## src/rtl/video_timing_pkg.sv

```systemverilog
// Shared video timing defaults, colour types and helpers for the panel pixel reader.
package video_timing_pkg;

    localparam int H_ACTIVE_DEF = 800;
    localparam int H_FP_DEF     = 40;
    localparam int H_SYNC_DEF   = 48;
    localparam int H_BP_DEF     = 88;
    localparam int V_ACTIVE_DEF = 480;
    localparam int V_FP_DEF     = 13;
    localparam int V_SYNC_DEF   = 3;
    localparam int V_BP_DEF     = 32;

    localparam int H_TOTAL_DEF = H_SYNC_DEF + H_BP_DEF + H_ACTIVE_DEF + H_FP_DEF;
    localparam int V_TOTAL_DEF = V_SYNC_DEF + V_BP_DEF + V_ACTIVE_DEF + V_FP_DEF;

    // 225x225 source image shown 2x in both directions, centred-ish on the panel
    localparam int WIN_X_DEF = 175;
    localparam int WIN_Y_DEF = 15;
    localparam int WIN_W_DEF = 450;
    localparam int WIN_H_DEF = 450;

    typedef logic [15:0] rgb565_t;
    typedef logic [7:0]  gray_t;

    localparam rgb565_t BG_COLOR_DEF = 16'h0000;
    localparam rgb565_t UF_COLOR_DEF = 16'hF800;

    function automatic rgb565_t gray_to_rgb565(input gray_t d);
        return {d[7:3], d[7:2], d[7:3]};
    endfunction

    // Counter width able to hold 0..total inclusive, so end-of-phase bounds fit too.
    function automatic int cnt_width(input int total);
        return $clog2(total + 1);
    endfunction

endpackage

```

## src/rtl/display_pixel_reader_if.sv

```systemverilog
// Pull interface between the pixel loader (master) and the display reader (slave).
interface display_pixel_reader_if;
    import video_timing_pkg::*;

    gray_t i_data;
    logic  i_valid;
    logic  o_next;

    modport master (output i_data, output i_valid, input o_next);
    modport slave  (input i_data, input i_valid, output o_next);

endinterface

```

## src/rtl/video_timing_gen.sv

```systemverilog
// Horizontal/vertical raster counters with sync-phase flags and active-area coordinates.
module video_timing_gen
    import video_timing_pkg::*;
#(
    parameter int H_ACTIVE = H_ACTIVE_DEF,
    parameter int H_FP     = H_FP_DEF,
    parameter int H_SYNC   = H_SYNC_DEF,
    parameter int H_BP     = H_BP_DEF,
    parameter int V_ACTIVE = V_ACTIVE_DEF,
    parameter int V_FP     = V_FP_DEF,
    parameter int V_SYNC   = V_SYNC_DEF,
    parameter int V_BP     = V_BP_DEF,
    parameter int HW       = cnt_width(H_SYNC + H_BP + H_ACTIVE + H_FP),
    parameter int VW       = cnt_width(V_SYNC + V_BP + V_ACTIVE + V_FP)
) (
    input  logic          clk,
    input  logic          rst_n,
    output logic          h_sync,
    output logic          v_sync,
    output logic          active,
    output logic [HW-1:0] ax,
    output logic [VW-1:0] ay
);

    localparam int H_TOTAL = H_SYNC + H_BP + H_ACTIVE + H_FP;
    localparam int V_TOTAL = V_SYNC + V_BP + V_ACTIVE + V_FP;

    localparam logic [HW-1:0] H_LAST      = HW'(H_TOTAL - 1);
    localparam logic [HW-1:0] H_SYNC_END  = HW'(H_SYNC);
    localparam logic [HW-1:0] H_ACT_START = HW'(H_SYNC + H_BP);
    localparam logic [HW-1:0] H_ACT_END   = HW'(H_SYNC + H_BP + H_ACTIVE);
    localparam logic [VW-1:0] V_LAST      = VW'(V_TOTAL - 1);
    localparam logic [VW-1:0] V_SYNC_END  = VW'(V_SYNC);
    localparam logic [VW-1:0] V_ACT_START = VW'(V_SYNC + V_BP);
    localparam logic [VW-1:0] V_ACT_END   = VW'(V_SYNC + V_BP + V_ACTIVE);

    logic [HW-1:0] h_cnt_reg;
    logic [VW-1:0] v_cnt_reg;
    logic          h_active;
    logic          v_active;

    always_ff @(posedge clk or negedge rst_n) begin
        if (!rst_n) begin
            h_cnt_reg <= '0;
            v_cnt_reg <= '0;
        end else if (h_cnt_reg == H_LAST) begin
            h_cnt_reg <= '0;
            v_cnt_reg <= (v_cnt_reg == V_LAST) ? '0 : v_cnt_reg + 1'b1;
        end else begin
            h_cnt_reg <= h_cnt_reg + 1'b1;
        end
    end

    assign h_sync   = (h_cnt_reg < H_SYNC_END);
    assign v_sync   = (v_cnt_reg < V_SYNC_END);
    assign h_active = (h_cnt_reg >= H_ACT_START) && (h_cnt_reg < H_ACT_END);
    assign v_active = (v_cnt_reg >= V_ACT_START) && (v_cnt_reg < V_ACT_END);
    assign active   = h_active && v_active;

    // Coordinates wrap outside the active area; consumers only trust them when active.
    assign ax = h_cnt_reg - H_ACT_START;
    assign ay = v_cnt_reg - V_ACT_START;

endmodule

```

## src/rtl/display_pixel_reader.sv

```systemverilog
// Panel timing master that pulls grayscale pixels inside the image window and emits RGB565.
module display_pixel_reader
    import video_timing_pkg::*;
#(
    parameter int      H_ACTIVE = H_ACTIVE_DEF,
    parameter int      H_FP     = H_FP_DEF,
    parameter int      H_SYNC   = H_SYNC_DEF,
    parameter int      H_BP     = H_BP_DEF,
    parameter int      V_ACTIVE = V_ACTIVE_DEF,
    parameter int      V_FP     = V_FP_DEF,
    parameter int      V_SYNC   = V_SYNC_DEF,
    parameter int      V_BP     = V_BP_DEF,
    parameter int      WIN_X    = WIN_X_DEF,
    parameter int      WIN_Y    = WIN_Y_DEF,
    parameter int      WIN_W    = WIN_W_DEF,
    parameter int      WIN_H    = WIN_H_DEF,
    parameter rgb565_t BG_COLOR = BG_COLOR_DEF,
    parameter rgb565_t UF_COLOR = UF_COLOR_DEF
) (
    input  logic                   clk,
    input  logic                   rst_n,
    display_pixel_reader_if.slave  pix,
    output logic                   o_vsync_n,
    output logic                   o_hsync_n,
    output logic                   o_de,
    output rgb565_t                o_rgb,
    output logic                   o_underflow,
    input  logic                   i_clr_underflow
);

    localparam int HW = cnt_width(H_SYNC + H_BP + H_ACTIVE + H_FP);
    localparam int VW = cnt_width(V_SYNC + V_BP + V_ACTIVE + V_FP);

    localparam logic [HW-1:0] WX_START = HW'(WIN_X);
    localparam logic [HW-1:0] WX_END   = HW'(WIN_X + WIN_W);
    localparam logic [VW-1:0] WY_START = VW'(WIN_Y);
    localparam logic [VW-1:0] WY_END   = VW'(WIN_Y + WIN_H);

    if ((WIN_X + WIN_W > H_ACTIVE) || (WIN_Y + WIN_H > V_ACTIVE)) begin : g_bad_window
        $error("display_pixel_reader: image window exceeds the active area");
    end

    logic          h_sync;
    logic          v_sync;
    logic          active;
    logic [HW-1:0] ax;
    logic [VW-1:0] ay;
    logic          in_win;
    logic          underflow_now;
    rgb565_t       rgb_next;

    video_timing_gen #(
        .H_ACTIVE (H_ACTIVE),
        .H_FP     (H_FP),
        .H_SYNC   (H_SYNC),
        .H_BP     (H_BP),
        .V_ACTIVE (V_ACTIVE),
        .V_FP     (V_FP),
        .V_SYNC   (V_SYNC),
        .V_BP     (V_BP),
        .HW       (HW),
        .VW       (VW)
    ) u_timing (
        .clk    (clk),
        .rst_n  (rst_n),
        .h_sync (h_sync),
        .v_sync (v_sync),
        .active (active),
        .ax     (ax),
        .ay     (ay)
    );

    assign in_win = active
                 && (ax >= WX_START) && (ax < WX_END)
                 && (ay >= WY_START) && (ay < WY_END);

    // Request is held low during reset so the loader never pops while counters are frozen.
    assign pix.o_next    = in_win && rst_n;
    assign underflow_now = in_win && !pix.i_valid;

    always_comb begin
        rgb_next = 16'h0000;
        if (in_win) begin
            rgb_next = pix.i_valid ? gray_to_rgb565(pix.i_data) : UF_COLOR;
        end else if (active) begin
            rgb_next = BG_COLOR;
        end
    end

    always_ff @(posedge clk or negedge rst_n) begin
        if (!rst_n) begin
            o_hsync_n   <= 1'b1;
            o_vsync_n   <= 1'b1;
            o_de        <= 1'b0;
            o_rgb       <= 16'h0000;
            o_underflow <= 1'b0;
        end else begin
            o_hsync_n <= !h_sync;
            o_vsync_n <= !v_sync;
            o_de      <= active;
            o_rgb     <= rgb_next;
            // A fresh underflow wins over a simultaneous clear.
            if (underflow_now) begin
                o_underflow <= 1'b1;
            end else if (i_clr_underflow) begin
                o_underflow <= 1'b0;
            end
        end
    end

endmodule

```

## src/flat_wrapper.sv

```systemverilog
// flat-port wrapper written by rule: the top's interface ports become plain ports
module display_pixel_reader_flat import video_timing_pkg::*;
#(
    parameter int      H_ACTIVE = H_ACTIVE_DEF,
    parameter int      H_FP     = H_FP_DEF,
    parameter int      H_SYNC   = H_SYNC_DEF,
    parameter int      H_BP     = H_BP_DEF,
    parameter int      V_ACTIVE = V_ACTIVE_DEF,
    parameter int      V_FP     = V_FP_DEF,
    parameter int      V_SYNC   = V_SYNC_DEF,
    parameter int      V_BP     = V_BP_DEF,
    parameter int      WIN_X    = WIN_X_DEF,
    parameter int      WIN_Y    = WIN_Y_DEF,
    parameter int      WIN_W    = WIN_W_DEF,
    parameter int      WIN_H    = WIN_H_DEF,
    parameter rgb565_t BG_COLOR = BG_COLOR_DEF,
    parameter rgb565_t UF_COLOR = UF_COLOR_DEF
)
  (clk, rst_n, o_vsync_n, o_hsync_n, o_de, o_rgb, o_underflow, i_clr_underflow, pix_i_data, pix_i_valid, pix_o_next);
  display_pixel_reader_if pix_i ();
  input  logic clk;
  input  logic rst_n;
  output logic o_vsync_n;
  output logic o_hsync_n;
  output logic o_de;
  output rgb565_t o_rgb;
  output logic o_underflow;
  input  logic i_clr_underflow;
  input wire logic [$bits(pix_i.i_data)-1:0] pix_i_data;
  input wire logic [$bits(pix_i.i_valid)-1:0] pix_i_valid;
  output wire logic [$bits(pix_i.o_next)-1:0] pix_o_next;
  assign pix_i.i_data = pix_i_data;
  assign pix_i.i_valid = pix_i_valid;
  assign pix_o_next = pix_i.o_next;
  display_pixel_reader #(.H_ACTIVE(H_ACTIVE), .H_FP(H_FP), .H_SYNC(H_SYNC), .H_BP(H_BP), .V_ACTIVE(V_ACTIVE), .V_FP(V_FP), .V_SYNC(V_SYNC), .V_BP(V_BP), .WIN_X(WIN_X), .WIN_Y(WIN_Y), .WIN_W(WIN_W), .WIN_H(WIN_H), .BG_COLOR(BG_COLOR), .UF_COLOR(UF_COLOR)) u_core (.clk(clk), .rst_n(rst_n), .pix(pix_i), .o_vsync_n(o_vsync_n), .o_hsync_n(o_hsync_n), .o_de(o_de), .o_rgb(o_rgb), .o_underflow(o_underflow), .i_clr_underflow(i_clr_underflow));
endmodule
```

## config.mk

```make
export PLATFORM = sky130hd
export DESIGN_NAME = display_pixel_reader_flat
export DESIGN_NICKNAME = d
export VERILOG_FILES = /design/src/rtl/video_timing_pkg.sv /design/src/rtl/display_pixel_reader_if.sv /design/src/rtl/video_timing_gen.sv /design/src/rtl/display_pixel_reader.sv /design/src/flat_wrapper.sv
export SDC_FILE = /design/constraint.sdc
export NUM_CORES = 1
export LEC_CHECK = 0
export ABC_CLOCK_PERIOD_IN_PS = 5700
export CAP_MARGIN = 20
export CORE_ASPECT_RATIO = 1.2
export CORE_MARGIN = 2
export CORE_UTILIZATION = 59
export CTS_CLUSTER_SIZE = 8
export DETAILED_ROUTE_END_ITERATION = 8
export GPL_TIMING_DRIVEN = 0
export PLACE_DENSITY = 0.85
export SKIP_CTS_REPAIR_TIMING = 1
export SLEW_MARGIN = 15
export SYNTH_ARGS = -nofsm -noshare
export SYNTH_HDL_FRONTEND = slang
export SYNTH_SLANG_ARGS = --single-unit
export TNS_END_PERCENT = 5
```

## constraint.sdc

```tcl
create_clock -name clk -period 5.7 [get_ports clk]
set_clock_uncertainty 0.15 [all_clocks]
set_input_delay 1.14 -clock clk [delete_from_list [all_inputs] [get_ports clk]]
set_output_delay 1.14 -clock clk [all_outputs]
set_load 0.01 [all_outputs]
```

==> metrics, run 1 <==
global-route wire length before repair=8270 um; clock-pin slew on the worst setup and hold paths=0.07 ns; CP max stage delay=0.47 ns; Unique masters post-synth=59; Commonest cells post-synth=dfrtp_1, nand2_1, nor2_1; outcome=complete, no violations; post-synthesis sequential area ratio=37.9%; clock tree buffer depth=2; Mapped Nets=286; Worst path depth=11; CP bufs+invs=4; Max Freq=0.201 GHz; #FFs+latches synth=35; mapped cell area=0.00232 mm2; Cell Count, Final, Fillers Out=357; Die Y-Extent=72.7 um; Leak=1.21 nW; Core Box Area=0.00369 mm2; TritonCTS Buffers=5; largest family of logic cells by synthesized area=simple AND/OR/NAND/NOR gates; CTS tree=built; PwrDens=186 mW/mm2; Peak VDD IR=0.214 mV; slowest CP cell=clkdlybuf4s50_1; top cells by area, synth=dfrtp_1, nand2_1, ha_1, a21oi_1, o21ai_0; share of layout cells above drive strength 1=15.1%; setup TNS=0 ns; area grow syn2layout=21.3%; worst setup path endpoint=pix_o_next; xor-xnor portion of the synthesized cell area=3.02%; adder-cell area share of the yosys netlist=3.78%; max reg flops=11; Synth Warn #=0; Slew Limit Fails=0; Final Wtd Congestion=0.935; final core utilization=76.1%; Die ar.=0.00445 mm2; root buffer cell=clkbuf_8; Period Utilization, post-route=87.4%; drt pass-1 iters=4; post-route ant nets=0; Setup violations, final=0; worst r2r src=u_core.u_timing.h_cnt_reg[4]; Avg Synthesized Cell Area=8.68 um2; row count=24; Clock Latency Late Sink=0.28 ns; buffers added on ports=30; Worst-Margin Slew=0.806 ns; final hold viol count=0; Synth Area in Simple Gates=25.5%; Initial Utilization=62.7%; worst flop-to-flop path endpoint=u_core.o_rgb[12]; Vias/cell=5.77; Top Family by Delay on Critical Path=buffers and inverters; Hold WC Path Type=flop to flop; slack of the worst reg-to-reg path=2.49 ns; number of synthesized flops with an enable pin=0; RSZ-0062 raised after global routing=no; Data arrival, critical path=3.69 ns; IO Pins=33; HPWL after detailed placement=3780 um; H-tree depth=2; largest net degree at the start of global routing=37; max-cap violation count=0; most frequent cell after synthesis=dfrtp_1; Register-to-Register Path Depth=10; initial antenna violation count=0; Max Fanout on Critical Path=10; gr usage total=24.8%; share of the synthesized area in the top cell type=35.6%; placed inst area=0.00268 mm2; Routed wire per std cell=14.5 um; worst path required time=4.41 ns; Crit. End Element=output pin; Via Count=2,061; n_diodes=0; die span in x=61.2 um; compound-gate portion of the synthesized area=19.7%; area leader, netlist=dfrtp_1; Slew HR=46.3%; Final min period=4.98 ns; Critical Path Start Type=flop; multiplexer area fraction after synthesis=0%; hold_ws=0.382 ns; placed cells=349; Final Instance Area=0.00281 mm2; starting DRC count in detailed routing=156; DRC viols=0; fraction of registers with async set/reset=100%; cells after synthesis=267; CP Class=flop to output pin; CP startpoint=u_core.u_timing.h_cnt_reg[4]; clk sinks=35; Remaining Overflow, GRT=0; top_reg_cell synth=dfrtp_1; cell chain of the critical path=buf_1 > inv_1 > ha_1 > a21bo_2 > a31o_1 > or4_1 > and3_1 > o211ai_4 > buf_12 > nor2_2 > clkdlybuf4s50_1; nets=323; WL final=5170 um; vias in the first global route=1,855
## placed cells by master (no fill, tap or decap), drive strengths merged, types with 2 or more instances in the layout
cell type      instances
clkbuf                15
clkdlybuf4s50         29
or3                    3
or4                    4
dfstp                  2
and3                   5
nand3                 10
xnor2                  6
inv                   16
or2                    2
o31a                   2
a31o                   2
o31ai                  5
buf                   17
bufinv                 2
a21oi                 17
nor4b                  4
nor2b                  5
nand2                 27
xor2                   2
nand4                  3
nand2b                 5
o21ai                 14
nor3                  11
nor4                   2
o21a                   2
and2                   2
a31oi                  3
a2111oi                2
ha                     7
a21o                   2
dfrtp                 33
o22ai                  2
nor2                  24
## worst register-to-register path, delay by kind of cell, from the launching register on
| family | cells | cell delay (ns) |
|---|---|---|
| flip-flops | 1 | 0.41 |
| AO/OA/AOI/OAI | 4 | 0.74 |
| buffers and inverters | 3 | 0.74 |
| AND/OR/NAND/NOR | 2 | 0.65 |
| adder cells (fa/ha/maj) | 1 | 0.41 |
## power breakdown
part	internal (mW)	switching (mW)	leakage, nW
clock network	0.175	0.0851	0.0654
registers	0.248	0.0000000000000000126	0.468
logic	0.00623	0.00913	0.681
## per-layer routing
metal	track usage (%)	wire length [um]	vias up	share of wire [%]
met5	0	0	-	0
met4	9.90	134	0	2.6
met3	3.90	167	12	3.2
met2	41.4	2750	50	53
met1	31.6	2120	991	41
li1	-	-	1008	-
## worst min-delay path by stage
stage | from | end | slack [ns] | depth (start not counted)
2_1_floorplan | u_core.u_timing.h_cnt_reg[0] | u_core.u_timing.h_cnt_reg[0] | 0.34 | 1
3_3_place_gp | u_core.o_underflow | u_core.o_underflow | 0.37 | 2
3_5_place_dp | u_core.o_underflow | u_core.o_underflow | 0.37 | 2
4_1_cts | u_core.o_underflow | u_core.o_underflow | 0.38 | 2
5_1_grt | u_core.o_underflow | u_core.o_underflow | 0.40 | 2
6_report | u_core.o_underflow | u_core.o_underflow | 0.38 | 2
## cell type report
type / count / area, um2
Buffer: 26 / 173
Inverter: 16 / 60.1
Clock buffer: 6 / 72.6
Multi-Input combinational cell: 190 / 1210
Sequential cell: 35 / 878
Fill cell: 281 / 883
Clock inverter: 2 / 60.1
Tap cell: 52 / 65.1
Timing Repair Buffer: 30 / 295
## through the flow
| stage | setup slack, ns | total power [mW] |
|---|---|---|
| final | 0.716 | 0.524 |
| after global routing | 0.523 | 0.537 |
| after CTS | 0.712 | 0.529 |
| after detailed placement | 1.05 | 0.269 |
| after global placement | 0.873 | 0.269 |
| after floorplan | 1.81 | 0.257 |
## cell families after synthesis
family	Yosys count
xor gates and xnor gates	8
adders and majority gates	7
AOI/OAI and AO/OA	64
buffers and inverters	42
DFF	35
and+or+nand+nor	111
Power figures use the tool's default switching activity.
==> inputs of run 2 (changes only) <==
- MAX_ROUTING_LAYER: unset -> met4
==> run 2 against run 1 <==
Die area did not move. Core utilization is 1.3 points lower. Count of clock-buffer cells in the layout unchanged. Sequential share of layout area up 0.54 points. Critical path type unchanged.
==> metrics, run 2 (synthesized netlist as in run 1, its figures left out) <==
switching power=95.0 uW; RSZ-0062 raised after global routing=no; commonest non-fill, non-tap cell in the layout=dfrtp_1; clock share of power=39.4%; Die Y-Extent=72.7 um; placed cells=349; Clock Latency Late Sink=0.29 ns; CP bufs+invs=4; Data arrival, critical path=3.66 ns; share of layout cells above drive strength 1=15.1%; Initial Utilization=62.7%; largest net degree at the start of global routing=37; HPWL after detailed placement=3820 um; Crit. End Element=output pin; Final Wtd Congestion=0.948; Critical Path Start Type=flop; switching share of power=21.9%; Setup violations, final=0; P_int=340 uW; IO Pins=33; setup TNS=0 ns; slowest CP cell=clkdlybuf4s50_1; Period Utilization, post-route=86.9%; Routed wire per std cell=14.6 um; Top Family by Delay on Critical Path=buffers and inverters; Max Freq=0.202 GHz; TritonCTS Buffers=5; Via Count=2,015; root buffer cell=clkbuf_8; Leak=1.19 nW; CP max stage delay=0.47 ns; final hold viol count=0; CP Class=flop to output pin; cell chain of the critical path=buf_1 > inv_1 > ha_1 > a21bo_2 > a31o_1 > or4_1 > and3_1 > o211ai_4 > buf_12 > nor2_2 > clkdlybuf4s50_1; CTS tree=built; clk sinks=35; H-tree depth=2; Cell Count, Final, Fillers Out=357; outcome=complete, no violations; worst path required time=4.41 ns; nets=323; area grow syn2layout=19.2%; Register-to-Register Path Depth=10; buffers added on ports=30; drt pass-1 iters=4; leading cell types in the layout, fill and taps excluded=dfrtp_1, clkdlybuf4s50_1, nand2_1; die span in x=61.2 um; max-cap violation count=0; DRC viols=0; Max Fanout on Critical Path=10; global-route wire length before repair=8110 um; WL final=5220 um; hold path cells=2; Comb pwr share=3.5%; PwrDens=157 mW/mm2; Remaining Overflow, GRT=0; clock-pin slew on the worst setup and hold paths=0.07 ns; gr usage total=25.2%; Slew HR=48.4%; Vias/cell=5.64; Hold WC Path Type=flop to flop; n_diodes=0; Core Box Area=0.00369 mm2; total power=435 uW; Worst path depth=11; Slew Limit Fails=0; Flop pwr share=57.1%; clock tree buffer depth=2; Worst-Margin Slew=0.774 ns; row count=24; Final min period=4.95 ns; vias in the first global route=1,835; Peak VDD IR=0.146 mV; post-route ant nets=0; Die ar.=0.00445 mm2; starting DRC count in detailed routing=125; initial antenna violation count=0; max reg flops=11
==> run 2: power by group through the flow <==
stage / Clock, mW / Sequential [mW] / Combinational [mW]
5_1_grt: 0.184 / 0.248 / 0.0177
2_1_floorplan: 0 / 0.253 / 0.00366
3_5_place_dp: 0 / 0.253 / 0.0156
4_1_cts: 0.177 / 0.248 / 0.0158
6_report: 0.171 / 0.248 / 0.0153
3_3_place_gp: 0 / 0.253 / 0.0155
==> run 2: final cells by class <==
| cell class | instances | area (um2) |
|---|---|---|
| multi-input cells | 190 | 1210 |
| fillers | 299 | 931 |
| flip-flops and latches | 35 | 878 |
| repair buffers | 30 | 295 |
| plain buffers | 26 | 173 |
| clock buffers | 6 | 72.6 |
| well taps | 52 | 65.1 |
| inverters | 16 | 60.1 |
| clock inverters | 2 | 12.5 |
==> run 2: final timing paths <==
path,end,from,slack (ns)
max,pix_o_next,u_core.u_timing.h_cnt_reg[4],0.75
min in group asynchronous,u_core.o_rgb[7],rst_n,0.78
min,u_core.o_underflow,u_core.o_underflow,0.39
max in group asynchronous,u_core.u_timing.v_cnt_reg[5],rst_n,4.13
max reg2reg,u_core.o_rgb[13],u_core.u_timing.h_cnt_reg[4],2.52
min reg2reg,u_core.o_underflow,u_core.o_underflow,0.39
==> run 2: per-layer routing <==
metal  routed length [um]  share of wire (%)  vias up  track usage (%)
met4                  104                2.0        0             9.18
met1                 2140                 41      950             30.0
met5                    0                  0        -                -
met2                 2820                 54       44             42.2
li1                     -                  -     1012                -
met3                  157                3.0        9             4.26
==> run 2: worst min-delay path: cells and delay by family (launching register included) <==
kind / cells / cell delay, ns
compound gates: 1 / 0.07
flops: 1 / 0.38
buf+inv: 1 / 0.05
==> run 2: metrics by stage <==
step	hold WS [ns]	instance area [um2]	worst slack [ns]	util [%]
CTS	0.388	2760	0.736	74.8
global placement	0.372	2680	0.873	72.6
floorplan	0.345	2320	1.81	-
global route	0.412	2760	0.593	74.8
detailed placement	0.379	2680	1.06	72.5
finish	0.389	2760	0.746	74.8
==> inputs of run 3 (changes only) <==
- CORE_MARGIN: 2 -> 3
==> run 3 against run 2 <==
Total power up 11%. First-iteration DRC count up 34%. Setup slack worse by 0.078 ns. Core utilization up 1.3 points. Critical path type unchanged.
==> metrics, run 3 (synthesized netlist as in run 1, its figures left out) <==
Peak VDD IR=0.144 mV; Die Y-Extent=74.7 um; final core utilization=76.1%; Initial Utilization=62.7%; Final Wtd Congestion=0.912; gr usage total=24.4%; H-tree depth=2; row count=24; final worst slack=0.667 ns; vias in the first global route=1,931; total power=483 uW; largest net degree at the start of global routing=36; WL final=5290 um; RSZ-0062 raised after global routing=no; placed inst area=0.00270 mm2; root buffer cell=clkbuf_8; post-route ant nets=0; Core Box Area=0.00369 mm2; Setup violations, final=0; nets=324; Critical Path Start Type=flop; clk sinks=35; drt pass-1 iters=4; Cell Count, Final, Fillers Out=358; Die ar.=0.00472 mm2; die span in x=63.2 um; area grow syn2layout=21.3%; Slew HR=53.9%; global-route wire length before repair=8800 um; Register-to-Register Path Depth=10; TritonCTS Buffers=5; CP Class=flop to output pin; Worst-Margin Slew=0.686 ns; hold_ws=0.405 ns; Routed wire per std cell=14.8 um; share of layout cells above drive strength 1=15.7%; CP startpoint=u_core.u_timing.h_cnt_reg[4]; Vias/cell=5.74; starting DRC count in detailed routing=168; n_diodes=0; worst path required time=4.41 ns; DRC viols=0; Remaining Overflow, GRT=0; Place WS=0.994 ns; Data arrival, critical path=3.74 ns; commonest non-fill, non-tap cell in the layout=dfrtp_1; placed cells=350; Hold WC Path Type=flop to flop; Slew Limit Fails=0; max reg flops=11; IO Pins=33; worst r2r src=u_core.u_timing.h_cnt_reg[4]; worst setup path endpoint=pix_o_next; CTS tree=built; clock-pin slew on the worst setup and hold paths=0.06 ns; Final min period=5.03 ns; leading cell types in the layout, fill and taps excluded=dfrtp_1, clkdlybuf4s50_1, nand2_1; initial antenna violation count=0; clock tree buffer depth=2; Max Fanout on Critical Path=10; Clock Latency Late Sink=0.29 ns; Period Utilization, post-route=88.3%; setup TNS=0 ns; PwrDens=172 mW/mm2; Leak=1.22 nW; Via Count=2,055; outcome=complete, no violations; Final Instance Area=0.00281 mm2; Crit. End Element=output pin; worst flop-to-flop path endpoint=u_core.o_rgb[13]; buffers added on ports=30; max-cap violation count=0; Fillers=276; slack of the worst reg-to-reg path=2.44 ns; HPWL after detailed placement=3880 um; Max Freq=0.199 GHz; final hold viol count=0
## run 3: report_power, final
part	total, mW	leakage [nW]	internal, mW	switching [mW]
combinational	0.0170	0.691	0.00765	0.00936
clock	0.218	0.0581	0.130	0.0875
sequential	0.248	0.468	0.248	0.0000000000000000151
total	0.483	1.22	0.386	0.0969
## run 3: area by class of cell
type / count / area, um2 / area share [%]
sequential: 35 / 878 / 31.3
timing repair buffer: 31 / 315 / 11.2
tap: 52 / 65.1 / 2.32
clock buffer: 5 / 68.8 / 2.45
multi-input combinational: 190 / 1210 / 42.9
buffer: 26 / 173 / 6.14
clock inverter: 3 / 43.8 / 1.56
inverter: 16 / 60.1 / 2.14
## run 3: worst min-delay path by stage
stage                                            start                      endpoint  slack (ns)  cells after the start
after global routing      u_core.u_timing.h_cnt_reg[0]  u_core.u_timing.h_cnt_reg[0]        0.43                      1
final                     u_core.u_timing.h_cnt_reg[0]  u_core.u_timing.h_cnt_reg[0]        0.41                      1
after CTS                 u_core.u_timing.h_cnt_reg[0]  u_core.u_timing.h_cnt_reg[0]        0.39                      1
after detailed placement  u_core.u_timing.h_cnt_reg[0]  u_core.u_timing.h_cnt_reg[0]        0.39                      1
after global placement              u_core.o_underflow            u_core.o_underflow        0.38                      2
after floorplan           u_core.u_timing.h_cnt_reg[0]  u_core.u_timing.h_cnt_reg[0]        0.34                      1
## run 3: metal layers
| metal | vias up | routed length (um) | GRT usage [%] |
|---|---|---|---|
| li1 | 1014 | - | - |
| met1 | 978 | 2220 | 30.1 |
| met2 | 54 | 2810 | 41.3 |
| met3 | 9 | 178 | 3.88 |
| met4 | 0 | 87 | 8.63 |
| met5 | - | 0 | - |
## run 3: critical path, stage by stage, from the launching register on
cell and delay [ns]:
dfrtp_1 0.41, buf_1 0.41, inv_1 0.16, ha_1 0.41, a21bo_2 0.25, a31o_1 0.21, or4_1 0.47, and3_1 0.21
o211ai_4 0.23, buf_12 0.18, nor2_2 0.04, clkdlybuf4s50_1 0.47
